==> src/rtl/alu.sv <==
// alu: registered 8-operation arithmetic/logic unit with carry and zero flags
module alu #(
  parameter int WIDTH = 8
) (
  input  logic             clk,
  input  logic             rst,
  output logic [WIDTH-1:0] out,
  input  logic [2:0]       opcode,
  input  logic [WIDTH-1:0] a,
  input  logic [WIDTH-1:0] b,
  output logic             carry,
  output logic             zero
);
  logic [WIDTH-1:0] out_q, out_d;
  logic             carry_q, carry_d, zero_q;
  logic [WIDTH:0]   sum, diff;
  assign sum  = {1'b0, a} + {1'b0, b};
  // the top bit of the extended difference is the borrow (a < b)
  assign diff = {1'b0, a} - {1'b0, b};
  always_comb begin
    out_d   = '0;
    carry_d = 1'b0;
    case (opcode)
      3'd0: {carry_d, out_d} = sum;
      3'd1: {carry_d, out_d} = diff;
      3'd2: out_d = a & b;
      3'd3: out_d = a | b;
      3'd4: out_d = a ^ b;
      3'd5: out_d = ~a;
      3'd6: {carry_d, out_d} = {a, 1'b0};
      default: {out_d, carry_d} = {1'b0, a};
    endcase
  end
  always_ff @(posedge clk) begin
    if (rst) begin
      out_q   <= '0;
      carry_q <= 1'b0;
      zero_q  <= 1'b1;
    end else begin
      out_q   <= out_d;
      carry_q <= carry_d;
      zero_q  <= (out_d == '0);
    end
  end
  assign out   = out_q;
  assign carry = carry_q;
  assign zero  = zero_q;
endmodule

==> config.mk <==
export PLATFORM = sky130hd
export DESIGN_NAME = alu
export DESIGN_NICKNAME = d
export VERILOG_FILES = /design/src/rtl/alu.sv
export SDC_FILE = /design/constraint.sdc
export NUM_CORES = 1
export LEC_CHECK = 0
export ABC_AREA = 0
export CAP_MARGIN = 20
export CORE_MARGIN = 2
export CORE_UTILIZATION = 48
export DETAILED_ROUTE_END_ITERATION = 10
export PLACE_DENSITY = 0.79
export SLEW_MARGIN = 30
export SYNTH_ARGS = -nofsm -noshare
export SYNTH_HDL_FRONTEND = slang
export SYNTH_SLANG_ARGS = --single-unit
==> constraint.sdc <==
create_clock -name clk -period 2.5 [get_ports clk]
set_clock_uncertainty 0.2 [all_clocks]
set_input_delay 0.5 -clock clk [delete_from_list [all_inputs] [get_ports clk]]
set_output_delay 0.5 -clock clk [all_outputs]
set_load 0.02 [all_outputs]
==> results of run 1 <==
-- sequential cells by signal, indices dropped and copies added, names as in the netlist --
| signal | cells |
|---|---|
| zero | 1 |
| out | 8 |
| carry | 1 |
-- power breakdown --
part	internal, W	total [W]	switching [W]
clock	0.0000890	0.000158	0.0000690
sequential	0.000175	0.000180	0.00000517
combinational	0.000305	0.000637	0.000332
-- worst max-delay path, delay by kind of cell --
kind / cells / cell delay [ns]
buffers and inverters: 5 / 0.45
adder cells (fa/ha/maj): 2 / 0.40
AND/OR/NAND/NOR: 3 / 0.52
AO/OA/AOI/OAI: 4 / 0.83
-- per-layer routing --
metal,vias up,track usage (%),wire (µm)
li1,1052,-,-
met3,94,6.250,990
met5,-,0,0
met1,1152,46.54,2791
met2,274,65.66,3845
met4,0,23.10,657
-- stage by stage --
| step | power [W] | setup TNS [ns] | hold slack, ns |
|---|---|---|---|
| floorplan | 0.0004242 | -0.02245 | 0.4823 |
| global placement | 0.0006364 | -4.216 | 1.063 |
| detailed placement | 0.0006523 | -4.670 | 1.071 |
| CTS | 0.0008805 | 0 | 0.7187 |
| global route | 0.001006 | -0.5442 | 0.6474 |
| finish | 0.0009746 | -0.2802 | 0.6149 |
-- final timing paths --
check / startpoint / to / slack, ns
worst min-delay path: a[2] / out[1]$_SDFF_PP0_ / 0.61
worst max-delay path: a[0] / zero$_SDFF_PP1_ / -0.20
-- cell type report --
type                    instances  area [µm²]
multi-input cells             180        1625
flip-flops and latches         10       200.2
repair buffers                114       939.7
inverters                      30       115.1
clock buffers                   4       36.28
well taps                      46       57.56
fillers                       154       389.1
-- cell usage in the layout (no fill, tap or decap), types with 8 or more instances in the layout --
cell,count
sky130_fd_sc_hd__inv_1,20
sky130_fd_sc_hd__nand2_1,11
sky130_fd_sc_hd__mux2i_1,8
sky130_fd_sc_hd__ha_1,15
sky130_fd_sc_hd__buf_4,78
sky130_fd_sc_hd__nor2_1,17
sky130_fd_sc_hd__inv_2,9
sky130_fd_sc_hd__dfxtp_1,10
sky130_fd_sc_hd__clkdlybuf4s50_1,17
sky130_fd_sc_hd__a21oi_1,8
sky130_fd_sc_hd__o21ai_0,15
-- cells in the mapped netlist (4+ instances only) --
cell	n	share of area, %
sky130_fd_sc_hd__inv_1	30	6.6
sky130_fd_sc_hd__ha_1	24	18
sky130_fd_sc_hd__nor2_1	21	4.7
sky130_fd_sc_hd__o21ai_0	18	5.3
sky130_fd_sc_hd__a21oi_1	11	3.2
sky130_fd_sc_hd__nand2_1	11	2.4
sky130_fd_sc_hd__dfxtp_1	10	12
sky130_fd_sc_hd__mux2i_1	8	4.7
sky130_fd_sc_hd__nor2b_1	8	3.0
sky130_fd_sc_hd__nor3_1	8	2.4
sky130_fd_sc_hd__buf_2	6	1.8
sky130_fd_sc_hd__clkbuf_1	6	1.3
sky130_fd_sc_hd__nand2b_1	5	1.8
sky130_fd_sc_hd__a211oi_1	4	1.8
sky130_fd_sc_hd__o22ai_1	4	1.5
-- repair_timing --
item	CTS	global route
gates cloned	0	0
resized for setup	78	25
buffers inserted	13	2
setup endpoints to repair	9	7
pin swaps	20	11
-- cell families after synthesis --
family                   after synthesis  synth area share, %
buffers and inverters                 44                10.63
AO/OA/AOI/OAI                         73                29.69
AND/OR/NAND/NOR                       72                21.72
flip-flops                            10                11.82
multiplexers                           9                6.056
adder cells (fa/ha/maj)               26                20.09
==> flow_metrics.tcl, run 1 <==
set metrics [dict create \
    outcome "finished, violations left" \
    failed_checks "negative setup slack" \
    cts_hold_repair.buffers 0 \
    final.min_clock_period_ns 2.704 \
    ys_warn_count 0 \
    finish.instance_area_um2 2974 \
    synth.distinct_cells 52 \
    max_stage_delay_ns 0.31 \
    drt-total-wl_um 8285 \
    viasPerCell 6.698 \
    cts.reportedPaths.clkPinSlew_ns 0.08 \
    setup_slack_ns -0.2043 \
    fin_nets 386 \
    crit_path_start_kind "primary input" \
    place_hpwl_um 4616 \
    powerDensity_nw_per_um2 327.7 \
    drive_gt1_share_pct 44.08 \
    ios 31 \
    insertedDiodeCount 0 \
    slew_viol_final 0 \
    drt_iter0_drc 393 \
    initial_core_util_pct 50.37 \
    synth.cell_area_um2 1694 \
    placementRows 21 \
    die-width_um 63.41 \
    worst_slew_pin_slew_ns 0.4447 \
    fraction_of_registers_with_async_set_or_reset_after_synthesis_pct 0 \
    final_hold_viol_count 0 \
    grt_first_pass_wirelength_um 12190 \
    gp_congestion 1.032 \
    synth.yosys.seq_area_share_pct 11.82 \
    final-setup-viol-count 3 \
    final_antenna_net_count 0 \
    design.die.area_um2 4021 \
    port_buffers 30 \
    placed_cell_area_um2 2521 \
    core_area_um2 3363 \
    dp_cells 365 \
    crit_path_max_fanout 4 \
    preCtsSetupSlack_ns -0.7085 \
    cp_data_required_time_ns 2.51 \
    numClockSinks 10 \
    fin_crit_sh_pct 108.2 \
    worstHoldPathType "in2reg" \
    critical_path_arrival_ns 2.71 \
    wire_per_inst_um 21.58 \
    final-instance-count-excl-fill 384 \
    area_growth_pct 75.55 \
    hold_depth 5 \
    number_of_antenna_violations_at_the_first_check_in_global_routing 0 \
    rsz0062_at_grt "yes" \
    cts_inserted_buffers 3 \
    route.vias.total 2572 \
    cp_cell_sequence "buf_6, inv_4, ha_4, inv_2, fa_2, nand2b_4, buf_4, buf_4, a311oi_4, a21oi_2, o31ai_2, nor4b_4, a41oi_2, nor2_1" \
    grt_overflow_total 0 \
    ctsRootBufferMaster "sky130_fd_sc_hd__clkbuf_4" \
    synth_edf_count 0 \
    worst_slew_margin_rel_pct 70.26 \
    cts-htree-levels 1 \
    die_height_um 63.41 \
    globalRouteTotalUtil_pct 39.05 \
    static-leakage-power_nw 1.358 \
    path_common_cell "sky130_fd_sc_hd__buf_4" \
    fmax_mhz 369.8 \
    ff_latch_count_synth 10 \
    vdd.ir_drop.worst_v 0.0001393 \
    category_of_the_critical_setup_timing_path "in2reg" \
    cts_tree "built" \
    crit_slowest_cell "sky130_fd_sc_hd__a311oi_4" \
    yosys_most_used_dff "sky130_fd_sc_hd__dfxtp_1" \
    drt-pass1-iter-count 7 \
    grt_pass1_vias 2473 \
    cts-root-to-sink-buffers 2 \
    crit_path_end_kind "register" \
    max_cap_violations 0 \
    syn-num-nets 281 \
    post-route-util_pct 88.43 \
    syn-instance-count 234 \
    grt_max_degree 19 \
    synth.avg_cell_area_um2 7.240 \
    drc 0 \
]
Power figures use the tool's default switching activity.
==> inputs of run 2 (changes only) <==
--- a/config.mk
+++ b/config.mk
@@ -7,7 +7,7 @@
 export LEC_CHECK = 0
 export ABC_AREA = 0
 export CAP_MARGIN = 20
-export CORE_MARGIN = 2
+export CORE_MARGIN = 1.5
 export CORE_UTILIZATION = 48
 export DETAILED_ROUTE_END_ITERATION = 10
 export PLACE_DENSITY = 0.79
==> run 2 against run 1 <==
- the flow still finishes with violations (negative setup slack)
- setup slack gained 0.068 ns
- critical path depth shrank 4
- highest routed layer unchanged
- largest power group unchanged
- first-iteration DRC count grew 3.1%
- critical endpoint unchanged
- global-route usage decreased by 1.4 points
- design area shrank 1.9%
==> flow_metrics.tcl, run 2 (synthesis results as in run 1) <==
set metrics [dict create \
    outcome "finished, violations left" \
    failed_checks "negative setup slack" \
    worst_slew_pin_slew_ns 0.4589 \
    worstHoldPathType "in2reg" \
    viasPerCell 6.662 \
    preCtsSetupSlack_ns -0.7802 \
    design.die.area_um2 3895 \
    fmax_mhz 379.3 \
    drt-total-wl_um 8046 \
    route.vias.total 2525 \
    largest_reg_flops 8 \
    setup_slack_ns -0.1362 \
    final_antenna_net_count 0 \
    cts_inserted_buffers 3 \
    slew_viol_final 0 \
    fillCellCount 180 \
    crit_path_start_kind "primary input" \
    grt_first_pass_wirelength_um 11720 \
    drive_gt1_share_pct 43.24 \
    cts.reportedPaths.clkPinSlew_ns 0.06 \
    numClockSinks 10 \
    critical_path_buf_inv_count 3 \
    wire_per_inst_um 21.23 \
    powerDensity_nw_per_um2 313.3 \
    final_hold_viol_count 0 \
    cp_data_required_time_ns 2.44 \
    area_growth_pct 72.16 \
    cts_tree "built" \
    category_of_the_critical_setup_timing_path "in2reg" \
    fin_crit_sh_pct 105.4 \
    worst_slew_margin_rel_pct 69.31 \
    globalRouteTotalUtil_pct 37.67 \
    grt_overflow_total 0 \
    max_cap_violations 0 \
    final.min_clock_period_ns 2.636 \
    final-setup-viol-count 5 \
    drt-pass1-iter-count 6 \
    static-leakage-power_nw 1.331 \
    port_buffers 30 \
    placementRows 21 \
    ios 31 \
    grt_pass1_vias 2334 \
    fin_nets 382 \
    rsz0062_at_grt "yes" \
    grt_max_degree 26 \
    crit_slowest_cell "sky130_fd_sc_hd__clkdlybuf4s50_1" \
    cts-root-to-sink-buffers 2 \
    cts-htree-levels 1 \
    place_hpwl_um 4435 \
    crit_path_end_kind "register" \
    cp_cell_sequence "clkdlybuf4s50_1, inv_1, ha_4, buf_4, mux2i_1, o21ai_1, a22oi_2, a22o_1, a41oi_2, nor2_1" \
    core_area_um2 3363 \
    critPathTopFamily "compound AO/OA/AOI/OAI gates" \
    layout.cells.most_common_list "sky130_fd_sc_hd__buf_4, sky130_fd_sc_hd__inv_1, sky130_fd_sc_hd__nor2_1, sky130_fd_sc_hd__clkdlybuf4s50_1" \
    die-width_um 62.41 \
    post-route-util_pct 86.72 \
    ctsRootBufferMaster "sky130_fd_sc_hd__clkbuf_4" \
    gp_congestion 0.9498 \
    die_height_um 62.41 \
    insertedDiodeCount 0 \
    initial_core_util_pct 50.37 \
    number_of_antenna_violations_at_the_first_check_in_global_routing 0 \
    mostFrequentLayoutCell "sky130_fd_sc_hd__buf_4" \
    max_stage_delay_ns 0.51 \
    critical_path_arrival_ns 2.57 \
    vdd.ir_drop.worst_v 0.0001308 \
    crit_path_max_fanout 5 \
    drt_iter0_drc 405 \
    cts_hold_repair.buffers 0 \
    design_power_total_w 0.0009136 \
    drc 0 \
]
[run 2: cell count changes in the layout (fill, tap and decap cells not counted), sizes merged]
cell	change
buf	-4
bufbuf	+1
clkbuf	-3
clkdlybuf4s15	+1
clkdlybuf4s50	+1
dlygate4sd2	-2
dlymetal6s2s	+1
[run 2: final timing paths]
check / startpoint / to / slack [ns] / depth (start not counted)
worst min-delay path: a[0] / carry$_SDFF_PP0_ / 0.53 / 5
worst max-delay path: b[5] / zero$_SDFF_PP1_ / -0.14 / 10
[run 2: through the flow]
stage,area [µm²],hold WS (ns),instances,setup TNS [ns]
floorplan,1713,0.4823,234,-0.02245
global placement,2521,1.073,365,-4.522
detailed placement,2521,1.088,365,-5.106
CTS,2796,0.5068,375,-0.0009357
global route,2917,0.5356,379,-0.6155
finish,2917,0.5256,379,-0.3918
[run 2: worst min-delay path: stages]
cell,delay [ns]
sky130_fd_sc_hd__buf_8,0.10
sky130_fd_sc_hd__inv_4,0.06
sky130_fd_sc_hd__buf_4,0.10
sky130_fd_sc_hd__buf_4,0.10
sky130_fd_sc_hd__a221oi_1,0.07
[run 2: where the power goes]
group          internal [W]  switching (W)
registers          0.000175     0.00000400
logic              0.000307       0.000322
clock network     0.0000554      0.0000510
[run 2: layer usage]
metal	global-route usage (%)	share of wire (%)	vias up
li1	-	-	1039
met1	46.27	36	1131
met2	66.13	47	276
met3	3.423	11	79
met4	17.78	6.8	0
met5	0	0	-
[run 2: cell type report]
class	count	area [µm²]	area share, %
multi-input cells	180	1587	54.40
repair buffers	110	934.6	32.05
flip-flops and latches	10	200.2	6.864
inverters	30	115.1	3.947
well taps	46	57.56	1.973
clock buffers	3	22.52	0.7722
[run 2: repair_timing]
| action | CTS | global route |
|---|---|---|
| setup buffers | 6 | 4 |
| resized for setup | 74 | 23 |
| pin swaps | 17 | 15 |
| setup endpoints to repair | 9 | 5 |
| cloned | 1 | 0 |
==> inputs of run 3 (changes only) <==
--- a/config.mk
+++ b/config.mk
@@ -7,11 +7,11 @@
 export LEC_CHECK = 0
 export ABC_AREA = 0
 export CAP_MARGIN = 20
-export CORE_MARGIN = 1.5
+export CORE_MARGIN = 5
 export CORE_UTILIZATION = 48
 export DETAILED_ROUTE_END_ITERATION = 10
 export PLACE_DENSITY = 0.79
-export SLEW_MARGIN = 30
+export SLEW_MARGIN = 20
 export SYNTH_ARGS = -nofsm -noshare
 export SYNTH_HDL_FRONTEND = slang
 export SYNTH_SLANG_ARGS = --single-unit
==> run 3 against run 2 <==
- the run still ends with negative setup slack left
- sequential power is essentially flat
- setup slack lost 0.037 ns
- global-route usage shrank 8.0 points
- non-clock buffer count grew 3
- largest power group unchanged
- first-iteration DRC count shrank 3.7%
- combinational power grew 4.1%
- die area grew 24%
- flip-flop and latch count is the same
- hold slack lost 0.028 ns
- via count grew 6.2%
- clock-buffer cell count grew 1
- maximum frequency shrank 1.4%
==> flow_metrics.tcl, run 3 (synthesis results as in run 1) <==
set metrics [dict create \
    worst_slew_margin_rel_pct 68.91 \
    design_power_total_w 0.0009871 \
    area_growth_pct 76.59 \
    crit_path_start_kind "primary input" \
    vdd.ir_drop.worst_v 0.0001582 \
    crit_path_end_kind "register" \
    mostFrequentLayoutCell "sky130_fd_sc_hd__buf_4" \
    cts-htree-levels 1 \
    cp_cell_sequence "clkdlybuf4s50_1, inv_1, ha_4, nand3b_1, o21ai_1, a41oi_2, mux2i_1, a311o_1, a41oi_2, nor2_1" \
    drc 0 \
    grt_pass1_vias 2433 \
    design.die.area_um2 4818 \
    fin_setup_tns_ns -0.3887 \
    cts.reportedPaths.clkPinSlew_ns 0.07 \
    failed_checks "negative setup slack" \
    die-width_um 69.41 \
    max_cap_violations 0 \
    number_of_antenna_violations_at_the_first_check_in_global_routing 0 \
    final_hold_viol_count 0 \
    fmax_mhz 374.0 \
    setup_slack_ns -0.1736 \
    placementRows 21 \
    hold_depth 5 \
    crit_slowest_cell "sky130_fd_sc_hd__clkdlybuf4s50_1" \
    die_height_um 69.41 \
    cts-root-to-sink-buffers 2 \
    critical_path_buf_inv_count 2 \
    category_of_the_critical_setup_timing_path "in2reg" \
    hold_ws_ns 0.4974 \
    max_stage_delay_ns 0.50 \
    worstHoldPathType "in2reg" \
    drt-pass1-iter-count 7 \
    drive_gt1_share_pct 44.81 \
    insertedDiodeCount 0 \
    critical_path_arrival_ns 2.64 \
    largest_reg_flops 8 \
    cts_inserted_buffers 3 \
    critPathTopFamily "compound AO/OA/AOI/OAI gates" \
    cts_tree "built" \
    cp_data_required_time_ns 2.47 \
    route.vias.total 2682 \
    drt_iter0_drc 390 \
    grt_overflow_total 0 \
    path_common_cell "sky130_fd_sc_hd__a41oi_2" \
    core_area_um2 3390 \
    final.min_clock_period_ns 2.674 \
    gp_congestion 0.9352 \
    final-setup-viol-count 3 \
    powerDensity_nw_per_um2 329.9 \
    grt_first_pass_wirelength_um 11670 \
    ctsRootBufferMaster "sky130_fd_sc_hd__clkbuf_4" \
    initial_core_util_pct 49.98 \
    wire_per_inst_um 24.64 \
    static-leakage-power_nw 1.333 \
    fin_nets 385 \
    worst_slew_pin_slew_ns 0.4649 \
    dp_cells 368 \
    drt-total-wl_um 9436 \
    numClockSinks 10 \
    slew_viol_final 0 \
    port_buffers 30 \
    layout.cells.most_common_list "sky130_fd_sc_hd__buf_4, sky130_fd_sc_hd__inv_1, sky130_fd_sc_hd__clkdlybuf4s50_1, sky130_fd_sc_hd__nor2_1, sky130_fd_sc_hd__o21ai_0" \
    ios 31 \
    globalRouteTotalUtil_pct 29.65 \
    final-instance-count-excl-fill 383 \
    fin_crit_sh_pct 106.9 \
    final_antenna_net_count 0 \
    crit_path_max_fanout 4 \
    rsz0062_at_grt "yes" \
    grt_max_degree 22 \
    critical_path_cell_count 10 \
    place_hpwl_um 4701 \
    viasPerCell 7.003 \
    outcome "finished, violations left" \
]
[run 3: worst paths after layout]
kind / start / endpoint / slack [ns]
worst max-delay path: b[5] / zero$_SDFF_PP1_ / -0.17
worst min-delay path: a[0] / carry$_SDFF_PP0_ / 0.50
[run 3: power breakdown]
group          total [W]  switching [W]  internal, W  leakage, nW
registers       0.000178     0.00000354     0.000174       0.0832
clock network   0.000155      0.0000658    0.0000888       0.0210
logic           0.000654       0.000346     0.000309         1.23
[run 3: per-stage QoR]
step,utilization [%],setup slack (ns),cell area (µm²)
floorplan,-,-0.02245,1713
detailed placement,75.42,-0.8632,2556
CTS,83.87,0.001664,2843
global placement,75.42,-0.7511,2556
finish,88.26,-0.1736,2992
global route,88.26,-0.2435,2992
[run 3: cell type report]
class,count,area [µm²]
clock buffer,4,36.28
fill,155,397.9
sequential,10,200.2
inverter,30,117.6
multi-input combinational,180,1637
tap,46,57.56
timing repair buffer,113,943.4
[run 3: routing by layer]
metal	share of wire, %	up-vias	GRT usage (%)
met3	11	105	4.348
met2	44	293	50.53
met1	35	1239	32.61
met5	0	-	0
li1	-	1045	-
met4	9.7	0	23.21
[run 3: what timing repair did]
item / CTS / global route
gates resized for setup: 76 / 25
setup endpoints to repair: 9 / 5
pin swaps: 17 / 10
hold buffers: 0 / 0
buffers inserted: 7 / 4
gates cloned: 0 / 0
[run 3: worst min-delay path, stage by stage]
cell and delay, ns:
sky130_fd_sc_hd__buf_8 0.10, sky130_fd_sc_hd__inv_4 0.05, sky130_fd_sc_hd__buf_4 0.09, sky130_fd_sc_hd__buf_4 0.10, sky130_fd_sc_hd__a221oi_1 0.07
